**src/rtl/alsu_pkg.sv**
```systemverilog
// Shared opcodes, flag bit positions, FSM states and per-beat tag payload for the ALSU arbiter.
package alsu_pkg;

    localparam int unsigned NREQ   = 2;
    localparam int unsigned OP_W   = 3;
    localparam int unsigned FLAG_W = 7;

    localparam logic [OP_W-1:0] OP_AND    = 3'b000;
    localparam logic [OP_W-1:0] OP_XOR    = 3'b001;
    localparam logic [OP_W-1:0] OP_ADD    = 3'b010;
    localparam logic [OP_W-1:0] OP_MUL    = 3'b011;
    localparam logic [OP_W-1:0] OP_SHIFT  = 3'b100;
    localparam logic [OP_W-1:0] OP_ROTATE = 3'b101;

    localparam int unsigned FLAG_CIN     = 6;
    localparam int unsigned FLAG_SI      = 5;
    localparam int unsigned FLAG_SH_LEFT = 4;
    localparam int unsigned FLAG_RED_A   = 3;
    localparam int unsigned FLAG_RED_B   = 2;
    localparam int unsigned FLAG_PASS_A  = 1;
    localparam int unsigned FLAG_PASS_B  = 0;

    // Idle cycles drive AND of zeros, which also clears the ALSU output register.
    localparam logic [OP_W-1:0]   NOP_OPCODE = OP_AND;
    localparam logic [FLAG_W-1:0] NOP_FLAGS  = '0;

    typedef enum logic [1:0] {
        ST_OPEN  = 2'd0,
        ST_LOCK0 = 2'd1,
        ST_LOCK1 = 2'd2
    } arb_state_t;

    typedef struct packed {
        logic valid;
        logic id;
        logic err;
    } tag_t;

    localparam tag_t TAG_NONE = '{valid: 1'b0, id: 1'b0, err: 1'b0};

    // Opcodes 110/111, or a reduction request on anything but AND/XOR.
    function automatic logic cmd_err(input logic [OP_W-1:0] op, input logic [FLAG_W-1:0] flags);
        return (op[2] & op[1]) | ((flags[FLAG_RED_A] | flags[FLAG_RED_B]) & (op[2] | op[1]));
    endfunction

endpackage

```
**src/rtl/alsu_tag_pipe.sv**
```systemverilog
// Three-stage {valid, id, err} shift register mirroring the ALSU's fixed beat latency.
module alsu_tag_pipe
    import alsu_pkg::*;
(
    input  logic clk,
    input  logic rstn,
    input  tag_t tag_in,
    output tag_t tag_out,
    output logic any_valid_c
);

    localparam int unsigned DEPTH = 3;

    tag_t stage [DEPTH];

    always_ff @(posedge clk or negedge rstn) begin
        if (!rstn) begin
            stage[0] <= TAG_NONE;
            stage[1] <= TAG_NONE;
            stage[2] <= TAG_NONE;
        end else begin
            stage[0] <= tag_in;
            stage[1] <= stage[0];
            stage[2] <= stage[1];
        end
    end

    assign tag_out     = stage[2];
    assign any_valid_c = stage[0].valid | stage[1].valid | stage[2].valid;

endmodule

```
**src/rtl/alsu_arbiter.sv**
```systemverilog
// Round-robin two-requester front end for the ALSU with lockable ownership for shift/rotate chains.
module alsu_arbiter
    import alsu_pkg::*;
#(
    parameter int unsigned BITS = 3
) (
    input  logic                     clk,
    input  logic                     rstn,
    input  logic [NREQ-1:0]          req_valid,
    output logic [NREQ-1:0]          req_ready,
    input  logic [NREQ-1:0]          req_lock,
    input  logic [NREQ*OP_W-1:0]     req_opcode,
    input  logic [NREQ*BITS-1:0]     req_a,
    input  logic [NREQ*BITS-1:0]     req_b,
    input  logic [NREQ*FLAG_W-1:0]   req_flags,
    output logic [OP_W-1:0]          alsu_opcode,
    output logic [BITS-1:0]          alsu_a,
    output logic [BITS-1:0]          alsu_b,
    output logic [FLAG_W-1:0]        alsu_flags,
    input  logic [2*BITS-1:0]        alsu_out,
    output logic                     rsp_valid,
    output logic                     rsp_id,
    output logic                     rsp_err,
    output logic [2*BITS-1:0]        rsp_data,
    output logic                     busy
);

    arb_state_t        state, state_nx;
    logic              rr, rr_nx;
    logic              gid;
    logic [NREQ-1:0]   grant;
    logic [OP_W-1:0]   sel_opcode;
    logic [BITS-1:0]   sel_a, sel_b;
    logic [FLAG_W-1:0] sel_flags;
    tag_t              tag_in, tag_out;
    logic              tag_busy_c;

    // Grant selection and lock/round-robin bookkeeping.
    always_comb begin
        grant    = '0;
        state_nx = state;
        rr_nx    = rr;
        gid      = 1'b0;
        unique case (state)
            ST_OPEN:  grant = (req_valid == {NREQ{1'b1}}) ? (rr ? 2'b10 : 2'b01) : req_valid;
            ST_LOCK0: grant = {1'b0, req_valid[0]};
            ST_LOCK1: grant = {req_valid[1], 1'b0};
            default:  grant = '0;
        endcase
        gid = grant[1];
        if (|grant) begin
            rr_nx = ~gid;
            if (req_lock[gid]) begin
                state_nx = gid ? ST_LOCK1 : ST_LOCK0;
            end else begin
                state_nx = ST_OPEN;
            end
        end
    end

    always_comb begin
        sel_opcode = gid ? req_opcode[OP_W +: OP_W]     : req_opcode[0 +: OP_W];
        sel_a      = gid ? req_a[BITS +: BITS]          : req_a[0 +: BITS];
        sel_b      = gid ? req_b[BITS +: BITS]          : req_b[0 +: BITS];
        sel_flags  = gid ? req_flags[FLAG_W +: FLAG_W]  : req_flags[0 +: FLAG_W];
    end

    always_comb begin
        tag_in       = TAG_NONE;
        tag_in.valid = |grant;
        tag_in.id    = gid;
        tag_in.err   = (|grant) & cmd_err(sel_opcode, sel_flags);
    end

    assign req_ready = grant;

    always_ff @(posedge clk or negedge rstn) begin
        if (!rstn) begin
            state       <= ST_OPEN;
            rr          <= 1'b0;
            alsu_opcode <= NOP_OPCODE;
            alsu_a      <= '0;
            alsu_b      <= '0;
            alsu_flags  <= NOP_FLAGS;
        end else begin
            state <= state_nx;
            rr    <= rr_nx;
            if (|grant) begin
                alsu_opcode <= sel_opcode;
                alsu_a      <= sel_a;
                alsu_b      <= sel_b;
                alsu_flags  <= sel_flags;
            end else begin
                alsu_opcode <= NOP_OPCODE;
                alsu_a      <= '0;
                alsu_b      <= '0;
                alsu_flags  <= NOP_FLAGS;
            end
        end
    end

    alsu_tag_pipe u_tag_pipe (
        .clk         (clk),
        .rstn        (rstn),
        .tag_in      (tag_in),
        .tag_out     (tag_out),
        .any_valid_c (tag_busy_c)
    );

    assign rsp_valid = tag_out.valid;
    assign rsp_id    = tag_out.id;
    assign rsp_err   = tag_out.err;
    assign rsp_data  = tag_out.valid ? alsu_out : '0;
    assign busy      = tag_busy_c | (state != ST_OPEN);

endmodule

```
**config.mk**
```make
export PLATFORM = sky130hd
export DESIGN_NAME = alsu_arbiter
export DESIGN_NICKNAME = d
export VERILOG_FILES = /design/src/rtl/alsu_pkg.sv /design/src/rtl/alsu_tag_pipe.sv /design/src/rtl/alsu_arbiter.sv
export SDC_FILE = /design/constraint.sdc
export NUM_CORES = 1
export LEC_CHECK = 0
export BUFFER_PORTS_ARGS = -buffer_cell sky130_fd_sc_hd__clkbuf_2
export CORE_MARGIN = 4
export CORE_UTILIZATION = 38
export CTS_CLUSTER_SIZE = 20
export DETAILED_ROUTE_END_ITERATION = 10
export PLACE_DENSITY = 0.78
export SYNTH_ARGS = -nofsm -noshare
export SYNTH_HDL_FRONTEND = slang
export SYNTH_SLANG_ARGS = --single-unit
```
**constraint.sdc**
```tcl
create_clock -name clk -period 1.2 [get_ports clk]
set_input_delay 0.06 -clock clk [delete_from_list [all_inputs] [get_ports clk]]
set_output_delay 0.06 -clock clk [all_outputs]
set_load 0.02 [all_outputs]
```
== Word-level counts from Yosys, hierarchy flattened ==
Index checks and enable logic that the tools add are counted.

* Bitwise gates (word level): 10
* Eq/ne operators: 3
* Muxes and demuxes: 16
* Magnitude comparators: 1
* Reductions and logical operators: 3

{| class="wikitable"
|+ Operator list
! cell !! count
|-
| 2-to-1 mux 3 bit || 6
|-
| 2-to-1 mux 7 bit || 2
|-
| 2-to-1 mux 2 bit || 4
|-
| 2-to-1 mux 6 bit || 1
|-
| OR 1 bit || 6
|-
| case mux 2 bit (3 select lines) || 1
|-
| equality test 2 bit (second input constant) || 2
|-
| bitwise AND 1 bit || 3
|-
| equality test 2 x 1 -> 1 bit (second input constant) || 1
|-
| logical NOT 2 bit || 1
|-
| < comparator 1 x 2 -> 1 bit (second input constant) || 1
|-
| 2-to-1 mux 1 bit || 2
|-
| nonzero test 2 bit || 1
|-
| OR reduction 2 bit || 1
|-
| inverter 1 bit || 1
|}

* Register bits: 28
* Output and inout bits: 28
* Logic and storage cells: 48
* Bits of input ports: 44

== Longest topological paths before layout ==
Gate-level depths: netlist (run 1).

* Depth after elaboration: 8
* Gate-level depth with buffers: 6
* Gate-level depth less buffers: 5

== Modules after synthesis ==
A second synthesis (run 1) with hierarchy kept.

* Cell total of the unflattened synthesis: 109
* Area total of the unflattened synthesis: 1192.4 um^2

{| class="wikitable"
|+ By module, submodules not included
! module !! cells each !! times used !! area an instance (um^2)
|-
| alsu_arbiter || 96 || 1 || 938.4
|-
| alsu_tag_pipe || 13 || 1 || 254.0
|}

== Worst setup path before layout (run 1) ==
No wires, ideal clock.

* Kind: reg2reg
* Start point: register state[1]
* End point: register u_tag_pipe.stage[6] (netlist bit)
* Arrival time: 1.334 ns
* Buffers on the path: 0
* Stages on the path, launching flop included: 5
* Setup slack: -0.220 ns
* Clock period less this slack: 1.420 ns
* Path through: dfrtp_1 -> nand2b_4 -> a21oi_1 -> o311ai_0 -> o211ai_1

{| class="wikitable"
|+ RTL lines
! element !! RTL line !! source
|-
| start: declaration || alsu_arbiter.sv:28 || <nowiki>arb_state_t state, state_nx;</nowiki>
|-
| start signal: assignment || alsu_arbiter.sv:86 || <nowiki>state <= state_nx;</nowiki>
|-
| end: declaration || alsu_tag_pipe.sv:14 || <nowiki>tag_t stage [DEPTH];</nowiki>
|}

== Worst setup path after layout (run 1) ==
* Start point: register state[0]
* End point: register alsu_flags[0]

* Word-level cells in the longest chain between the ends: 4

{| class="wikitable"
|+ Ends and longest elaborated chain
! element !! RTL line !! source
|-
| equality test 2 bit, or another cell as far along || alsu_arbiter.sv:44 || <nowiki>unique case (state)</nowiki>
|-
| case mux 2 bit (3 select lines) (*) || alsu_arbiter.sv:44 ||
|-
| 2-to-1 mux 7 bit / OR reduction 2 bit (equally long branches) || alsu_arbiter.sv:65, alsu_arbiter.sv:88 ||
|-
| 2-to-1 mux 7 bit (*) || alsu_arbiter.sv:88 || <nowiki>if (|grant) begin</nowiki>
|-
| end signal: assignment || alsu_arbiter.sv:92 || <nowiki>alsu_flags <= sel_flags;</nowiki>
|-
| end: declaration || alsu_arbiter.sv:19 || <nowiki>output logic [FLAG_W-1:0] alsu_flags,</nowiki>
|}

Mark *: on every way between the ends. The rest lies on a longest branch, timed or not.
A chain may end at the register's enable or synchronous reset.

==> results.ini, run 1 <==
[logic_synthesis]
synthCells=107
yosys_warnings=0
synth.most_common_cell=nand2_1
synthFlopType=dfrtp_1
synth-edff-count=0
yosys.cell_types.count=22
syn_avg_cell_area_um2=10.9
synth_commonest_cells=nand2_1 (32), dfrtp_1 (28), a21oi_2 (9)
syn_area_mm2=0.00116
syn_nets=151
async_flop_share_pct=100
yosysSeqAreaShare_pct=60.2
synth_top_cell_area_share_pct=60.2
netlist_top_cells_area=dfrtp_1 (60%), nand2_1 (10%), a21oi_2 (6.8%)
yosys.area.top_type=dfrtp_1
ys_ff_latch=28

[outcome]
violations=setup timing
status=finished with violations

[pwr]
power.switching_w=0.00173
clockPowerShare_pct=11.0
seq_power_share_pct=33.8
swShare_pct=40.0
irDropWorstVdd_mv=1.39
power.leakage_nw=1.18
p_comb_share_pct=55.2
total_power_w=0.00433
power_density_mw_per_mm2=1880
power.internal_w=0.00260

[sta]
finalClockSkew_ns=0.0101
drv_slew=0
finalHoldViolCount=0
rsz0062_at_grt=true
fmax_mhz=682
max_slew_margin_pct=77.5
timing.final.ws_setup_ns=-0.266
period_minus_slack_ns=1.47
period_share_pct=122
hold_slack_ns=0.133
worst_pin_slew_ns=0.333
finalSetupViolations=29

[cts]
clk_pin_slew_ns=0.15
cts_made_buffers=3
cts_sinks=28
insertion_delay_ns=0.35
tritoncts=done
cts_root_buf=clkbuf_4
htree_levels=1
clockBufferDepth=2

[drt]
first_iter_violations=24
drcViolationCount=0
vias_per_cell=5.11
totalWireLength_um=4510
firstDrtPassIters=4
final_antenna_net_count=0
wl_per_cell_um=17.2
routed-via-count=1338

[place]
io_buffers=71
placedCellCount=217
placed_area_mm2=0.00166
hpwl_um=2530
place.gp.congestion=0.836

[setup_path]
crit_fanout=5
r2r_setup_slack_ns=-0.27
startpoint_type=flop
crit_required_ns=1.48
crit_arrival_ns=1.74
worst-setup-path-type=flop to flop
cp-end-kind=flop

[global_routing]
antenna_found_initial=0
grt_pass1_vias=1341
grt_pass1_wl_um=6240
grt_max_degree=29
grt_overflow=0
grt_use_total_pct=19.6

[die]
num_io_pins=72
start_util_pct=41.1
coreArea_mm2=0.00283
num_rows=19
fp.dieW_um=63.3
fp.dieArea_mm2=0.00401
die_h_um=63.3

[cells_and_area]
area_growth_pct=97.2
n_fill_cell=159
n_antenna_cell=0
utilization_pct=81.1
design_area_mm2=0.00229
stdcell_count=262
nets=276
drive_above_1_share_pct=59.3

[job]
maxCapViolCount=0

[min_path]
hold_path_class=input port to flop

[cell families (layout without fill, tap and decap cells)]
family / count (synthesis) / in the layout / share of synthesized area [%]
AO/OA/AOI/OAI: 26 / 26 / 16.9
multiplexers: 1 / 1 / 0.968
flip-flops: 28 / 28 / 60.2
buffers and inverters: 7 / 131 / 3.65
AND/OR/NAND/NOR: 45 / 45 / 18.3
[critical path: stages, from the launching register on]
cell     delay, ns
dfrtp_1       0.46
nor2b_4       0.18
o21ai_4       0.09
inv_2         0.08
buf_4         0.10
buf_6         0.12
buf_8         0.13
nand2_2       0.06
a21oi_2       0.18
[state kept, by name, summed over array words and instances, names as in the netlist]
signal and flops:
u_tag_pipe.tag_out 3, alsu_a 3, alsu_flags 7, alsu_b 3, u_tag_pipe.stage 6, rr 1
state 2, alsu_opcode 3
[layout by cell type, fill, tap and decap left out]
master	count
buf_6	13
mux2_4	1
a21oi_4	1
o21ai_4	1
o21ai_0	3
a21oi_2	13
dfrtp_2	1
dfrtp_1	27
nand2_2	10
nand2_1	18
o211ai_1	1
inv_1	1
or3_1	1
nor3_4	1
dlygate4sd3_1	35
nor2_1	1
nor2b_4	1
clkbuf_2	62
nand2b_4	2
clkbuf_4	3
o2111ai_1	1
buf_4	9
a21oi_1	2
and2_4	7
nand2_4	4
buf_12	1
o311ai_0	1
a22o_1	3
buf_8	4
clkbuf_8	2
inv_2	1
[power by group through the flow]
stage | clock, W | combinational, W | sequential [W]
final | 0.000477 | 0.00239 | 0.00146
after global routing | 0.000504 | 0.00252 | 0.00150
after CTS | 0.000463 | 0.00201 | 0.00143
after detailed placement | 0 | 0.00171 | 0.00146
after global placement | 0 | 0.00167 | 0.00143
after floorplan | 0 | 0.000753 | 0.00172
[cell type report]
class / instances / area, um^2 / area share (%)
sequential: 28 / 702 / 30.6
multi-input combinational: 72 / 542 / 23.6
tap: 31 / 38.8 / 1.69
inverter: 2 / 7.51 / 0.327
timing repair buffer: 125 / 968 / 42.2
clock buffer: 4 / 36.3 / 1.58
[stage by stage]
step                TNS, ns  worst slack (ns)
floorplan            -0.239           -0.0977
global placement    -0.0237           -0.0237
detailed placement   -0.233           -0.0880
CTS                   -2.52            -0.240
global route          -5.01            -0.285
finish                -3.55            -0.266
[worst paths after layout]
path / startpoint / to / cells past startpoint
max reg2reg: state[0]$_DFFE_PN0P_ / alsu_flags[0]$_DFF_PN0_ / 8
min in group asynchronous: rstn / alsu_a[2]$_DFF_PN0_ / 3
min: req_valid[1] / rr$_DFFE_PN0P_ / 5
max in group asynchronous: rstn / u_tag_pipe.tag_out[2]$_DFF_PN0_ / 3
max: state[0]$_DFFE_PN0P_ / alsu_flags[0]$_DFF_PN0_ / 8
min reg2reg: u_tag_pipe.stage[7]$_DFF_PN0_ / u_tag_pipe.stage[4]$_DFF_PN0_ / 0
[metal layers]
layer	vias up	wire length [um]	global-route usage, %
met5	-	0	0
met4	0	83	5.39
met3	11	272	2.66
met2	66	2400	36.6
met1	657	1750	23.3
li1	604	-	-
[timing repair]
item / CTS / global route
hold buffers: 35 / 0
setup buffers: 6 / 2
pin swaps: 3 / 14
setup endpoints to repair: 20 / 30
gates resized for setup: 13 / 51
hold endpoints to repair: 46 / 0
No activity file was read; power rests on OpenSTA's default activity.
==> inputs of run 2 (changes only) <==
--- a/config.mk
+++ b/config.mk
@@ -8,9 +8,12 @@
 export BUFFER_PORTS_ARGS = -buffer_cell sky130_fd_sc_hd__clkbuf_2
 export CORE_MARGIN = 4
 export CORE_UTILIZATION = 38
+export CTS_BUF_LIST = sky130_fd_sc_hd__clkbuf_4 sky130_fd_sc_hd__clkbuf_8 sky130_fd_sc_hd__clkbuf_16
 export CTS_CLUSTER_SIZE = 20
 export DETAILED_ROUTE_END_ITERATION = 10
 export PLACE_DENSITY = 0.78
+export REMOVE_ABC_BUFFERS = 1
+export SKIP_CTS_REPAIR_TIMING = 1
 export SYNTH_ARGS = -nofsm -noshare
 export SYNTH_HDL_FRONTEND = slang
 export SYNTH_SLANG_ARGS = --single-unit
==> results.ini, run 2 (synthesized netlist as in run 1, its figures left out) <==
[sta]
worst_pin_slew_ns=0.671
timing.final.ws_setup_ns=-0.315
max_slew_margin_pct=55.3
period_share_pct=126
finalClockSkew_ns=0.00496
fmax_mhz=660
rsz0062_at_grt=true
setup-tns-final_ns=-4.54
period_minus_slack_ns=1.51
finalHoldViolCount=0
finalSetupViolations=27
drv_slew=0

[min_path]
min-delay-start=req_valid[0]
hold_path_end=rr$_DFFE_PN0P_
hold_path_class=input port to flop
whs_path_depth=3

[place]
placedCellCount=212
hpwl_um=2360
place.gp.congestion=0.748
io_buffers=71

[cells_and_area]
n_antenna_cell=0
area_growth_pct=88.3
nets=274
largest_reg_flops=7
drive_above_1_share_pct=52.0
top_register=alsu_flags
reg.largest.list=alsu_flags (7), u_tag_pipe.stage (6)
mostFrequentLayoutCells=clkbuf_2 (62), dlygate4sd3_1 (35), nand2_1 (31), dfrtp_1 (26), buf_6 (12)
layout_commonest_cell=clkbuf_2
stdcell_count=260

[drt]
wl_per_cell_um=16.9
drcViolationCount=0
vias_per_cell=4.98
totalWireLength_um=4410
final_antenna_net_count=0
firstDrtPassIters=4
routed-via-count=1296
first_iter_violations=38

[setup_path]
crit_arrival_ns=1.45
r2r_start=state[1]$_DFFE_PN0P_
r2r-end=u_tag_pipe.stage[6]$_DFF_PN0_
cp.depth=4
path_delay_family=flip-flops
path_cells=nand2b_4 > o21ai_4 > clkinv_4 > buf_6
r2r_setup_slack_ns=-0.31
worst_r2r_path_depth=5
crit_required_ns=1.14
max_stage_delay_ns=0.43
worst-setup-path-type=flop to output port
crit_buf_inv=2
critPathSlowestCell=dfrtp_1
cp-end-kind=output port
startpoint_type=flop
crit_fanout=5

[pwr]
irDropWorstVdd_mv=1.01
power_density_mw_per_mm2=1930
power.leakage_nw=1.12

[die]
start_util_pct=41.1
num_rows=19
num_io_pins=72
die_h_um=63.3
fp.dieW_um=63.3
fp.dieArea_mm2=0.00401
coreArea_mm2=0.00283

[cts]
cts_root_buf=clkbuf_4
clk_pin_slew_ns=0.15
cts_sinks=28
clockBufferDepth=2
insertion_delay_ns=0.33
htree_levels=1
cts_made_buffers=3
tritoncts=done

[global_routing]
antenna_found_initial=0
grt_use_total_pct=15.8
grt_pass1_vias=1122
grt_overflow=0
grt_pass1_wl_um=5040
grt_max_degree=29

[outcome]
status=finished with violations
violations=setup timing

[job]
maxCapViolCount=0

[run 2: tightest hold or removal path, stage by stage]
cell and delay (ns):
clkbuf_2 0.10, nand2b_4 0.11, o21ai_0 0.09
[run 2: routing by layer]
layer / up-vias / global-route usage (%) / routed length, um
met5: - / 0 / 0
met4: 0 / 6.20 / 95
met3: 11 / 6.22 / 338
met2: 74 / 26.6 / 2330
met1: 612 / 18.0 / 1640
li1: 599 / - / -
[run 2: where the power goes]
| part | internal [W] | total [W] | switching [W] |
|---|---|---|---|
| logic | 0.000985 | 0.00214 | 0.00115 |
| clock network | 0.000338 | 0.000621 | 0.000283 |
| registers | 0.00128 | 0.00148 | 0.000198 |
| total | 0.00260 | 0.00424 | 0.00163 |
[run 2: worst max-delay path by stage]
stage	slack, ns	endpoint	start
global route	-0.36	req_ready[1]	state[1]$_DFFE_PN0P_
detailed placement	-0.13	u_tag_pipe.stage[6]$_DFF_PN0_	state[1]$_DFFE_PN0P_
global placement	-0.04	u_tag_pipe.stage[6]$_DFF_PN0_	state[1]$_DFFE_PN0P_
floorplan	-0.22	u_tag_pipe.stage[6]$_DFF_PN0_	state[1]$_DFFE_PN0P_
CTS	-0.47	req_ready[1]	state[0]$_DFFE_PN0P_
finish	-0.31	req_ready[1]	state[1]$_DFFE_PN0P_
[run 2: through the flow]
| step | setup WS [ns] | hold WS, ns | instance area, um^2 | power (W) | utilization (%) |
|---|---|---|---|---|---|
| 6_report | -0.315 | 0.0653 | 2190 | 0.00424 | 77.4 |
| 3_3_place_gp | -0.0417 | 0.117 | 1600 | 0.00300 | 56.4 |
| 4_1_cts | -0.468 | -0.258 | 1650 | 0.00369 | 58.2 |
| 5_1_grt | -0.364 | 0.0516 | 2190 | 0.00446 | 77.4 |
| 3_5_place_dp | -0.126 | 0.136 | 1600 | 0.00307 | 56.4 |
| 2_1_floorplan | -0.222 | -0.236 | 1130 | 0.00235 | - |
[run 2: layout make-up]
cell class | count | area [um^2]
Clock inverter | 1 | 30.0
Timing Repair inverter | 1 | 5.00
Clock buffer | 3 | 22.5
Sequential cell | 28 | 703
Fill cell | 159 | 638
Inverter | 2 | 12.5
Timing Repair Buffer | 122 | 913
Tap cell | 31 | 38.8
Multi-Input combinational cell | 72 | 465
==> inputs of run 3 (changes only) <==
--- a/config.mk
+++ b/config.mk
@@ -7,11 +7,11 @@
 export LEC_CHECK = 0
 export BUFFER_PORTS_ARGS = -buffer_cell sky130_fd_sc_hd__clkbuf_2
 export CORE_MARGIN = 4
-export CORE_UTILIZATION = 38
+export CORE_UTILIZATION = 42
 export CTS_BUF_LIST = sky130_fd_sc_hd__clkbuf_4 sky130_fd_sc_hd__clkbuf_8 sky130_fd_sc_hd__clkbuf_16
 export CTS_CLUSTER_SIZE = 20
 export DETAILED_ROUTE_END_ITERATION = 10
-export PLACE_DENSITY = 0.78
+export PLACE_DENSITY = 0.82
 export REMOVE_ABC_BUFFERS = 1
 export SKIP_CTS_REPAIR_TIMING = 1
 export SYNTH_ARGS = -nofsm -noshare
==> constraint.sdc (replaced) <==
create_clock -name clk -period 1.4 [get_ports clk]
set_input_delay 0.07 -clock clk [delete_from_list [all_inputs] [get_ports clk]]
set_output_delay 0.07 -clock clk [all_outputs]
set_load 0.02 [all_outputs]
==> results.ini, run 3 (synthesized netlist as in run 1, its figures left out) <==
[outcome]
status=finished with violations
violations=setup timing

[sta]
rsz0062_at_grt=true
worst_pin_slew_ns=0.684
period_share_pct=107
period_minus_slack_ns=1.49
timing.final.ws_setup_ns=-0.0949
max_slew_margin_pct=54.4
setup-tns-final_ns=-0.552
finalSetupViolations=15
finalHoldViolCount=0
fmax_mhz=669
drv_slew=0
finalClockSkew_ns=0.0110

[global_routing]
grt_overflow=0
grt_use_total_pct=16.3
grt_max_degree=29
grt_pass1_wl_um=4370
antenna_found_initial=0
grt_pass1_vias=1038

[cells_and_area]
largest_reg_flops=7
top_register=alsu_flags
design_area_mm2=0.00205
n_fill_cell=152
nets=271
mostFrequentLayoutCells=clkbuf_2 (68), dlygate4sd3_1 (35), nand2_1 (28), dfrtp_1 (27), buf_4 (13)
n_antenna_cell=0
area_growth_pct=76.2
drive_above_1_share_pct=48.4
layout_commonest_cell=clkbuf_2
reg.largest.list=alsu_flags (7), u_tag_pipe.stage (6)

[die]
fp.dieW_um=60.6
num_rows=18
coreArea_mm2=0.00257
fp.dieArea_mm2=0.00368
die_h_um=60.6
num_io_pins=72
start_util_pct=45.3

[setup_path]
cp-startpoint=state[1]$_DFFE_PN0P_
r2r_start=state[1]$_DFFE_PN0P_
startpoint_type=flop
crit_arrival_ns=1.74
crit_required_ns=1.65
critPathSlowestCell=dfrtp_1
path_cells=nand2b_4 > o21ai_4 > buf_6 > buf_4 > nand2_1 > a21oi_1
worst-setup-path-type=flop to flop
cp-end-kind=flop
crit_fanout=12
max_stage_delay_ns=0.43

[cts]
insertion_delay_ns=0.33
cts_sinks=28
htree_levels=1
cts_root_buf=clkbuf_4
clockBufferDepth=2
clk_pin_slew_ns=0.14
tritoncts=done
cts_made_buffers=3

[place]
placed_area_mm2=0.00155
place.gp.congestion=0.810
post-place-ws_ns=0.0856
hpwl_um=2240
io_buffers=71

[drt]
routed-via-count=1323
totalWireLength_um=4610
final_antenna_net_count=0
first_iter_violations=60
vias_per_cell=5.19
firstDrtPassIters=4
wl_per_cell_um=18.1
drcViolationCount=0

[pwr]
irDropWorstVdd_mv=1.08
power_density_mw_per_mm2=1580
power.leakage_nw=1.06

[min_path]
hold_path_class=input port to flop
min-delay-start=req_valid[1]

[job]
maxCapViolCount=0

-- run 3: worst max-delay path: cells and delay by family (launching register included) --
| kind | cells | cell delay (ns) |
|---|---|---|
| AO/OA/AOI/OAI | 2 | 0.40 |
| buffers and inverters | 2 | 0.32 |
| AND/OR/NAND/NOR | 2 | 0.27 |
| flip-flops | 1 | 0.43 |
-- run 3: report_power, final --
part	internal [W]	total, W	switching [W]
Clock	0.000101	0.000339	0.000238
Sequential	0.00110	0.00125	0.000159
Combinational	0.000691	0.00164	0.000948
-- run 3: stage by stage --
| stage | instances | hold slack (ns) | utilization [%] | power, W |
|---|---|---|---|---|
| after floorplan | 102 | -0.226 | - | 0.00201 |
| after global placement | 207 | 0.130 | 60.4 | 0.00247 |
| after detailed placement | 207 | 0.142 | 60.4 | 0.00252 |
| after CTS | 210 | -0.227 | 61.3 | 0.00284 |
| after global routing | 255 | 0.134 | 79.9 | 0.00340 |
| final | 255 | 0.120 | 79.9 | 0.00323 |
-- run 3: layout make-up --
type | count | area [um^2] | area share, %
Multi-Input combinational cell | 72 | 443 | 21.6
Inverter | 2 | 12.5 | 0.610
Sequential cell | 28 | 702 | 34.2
Tap cell | 30 | 37.5 | 1.83
Timing Repair Buffer | 120 | 833 | 40.6
Clock buffer | 3 | 22.5 | 1.10
-- run 3: routing by layer --
metal	global-route usage [%]	vias up	routed length [um]	part of all wire (%)
li1	-	592	-	-
met1	17.3	612	1560	34
met5	0	-	0	0
met4	7.43	0	230	5.0
met3	4.68	27	432	9.4
met2	29.6	92	2380	52
-- run 3: final timing paths --
check	end	slack [ns]	cells past startpoint
setup reg to reg	alsu_b[2]$_DFF_PN0_	-0.09	6
hold reg to reg	u_tag_pipe.stage[4]$_DFF_PN0_	0.37	0
setup / recovery	alsu_b[2]$_DFF_PN0_	-0.09	6
max in group asynchronous	state[0]$_DFFE_PN0P_	0.63	2
min in group asynchronous	u_tag_pipe.tag_out[1]$_DFF_PN0_	0.28	2
hold / removal	rr$_DFFE_PN0P_	0.12	4
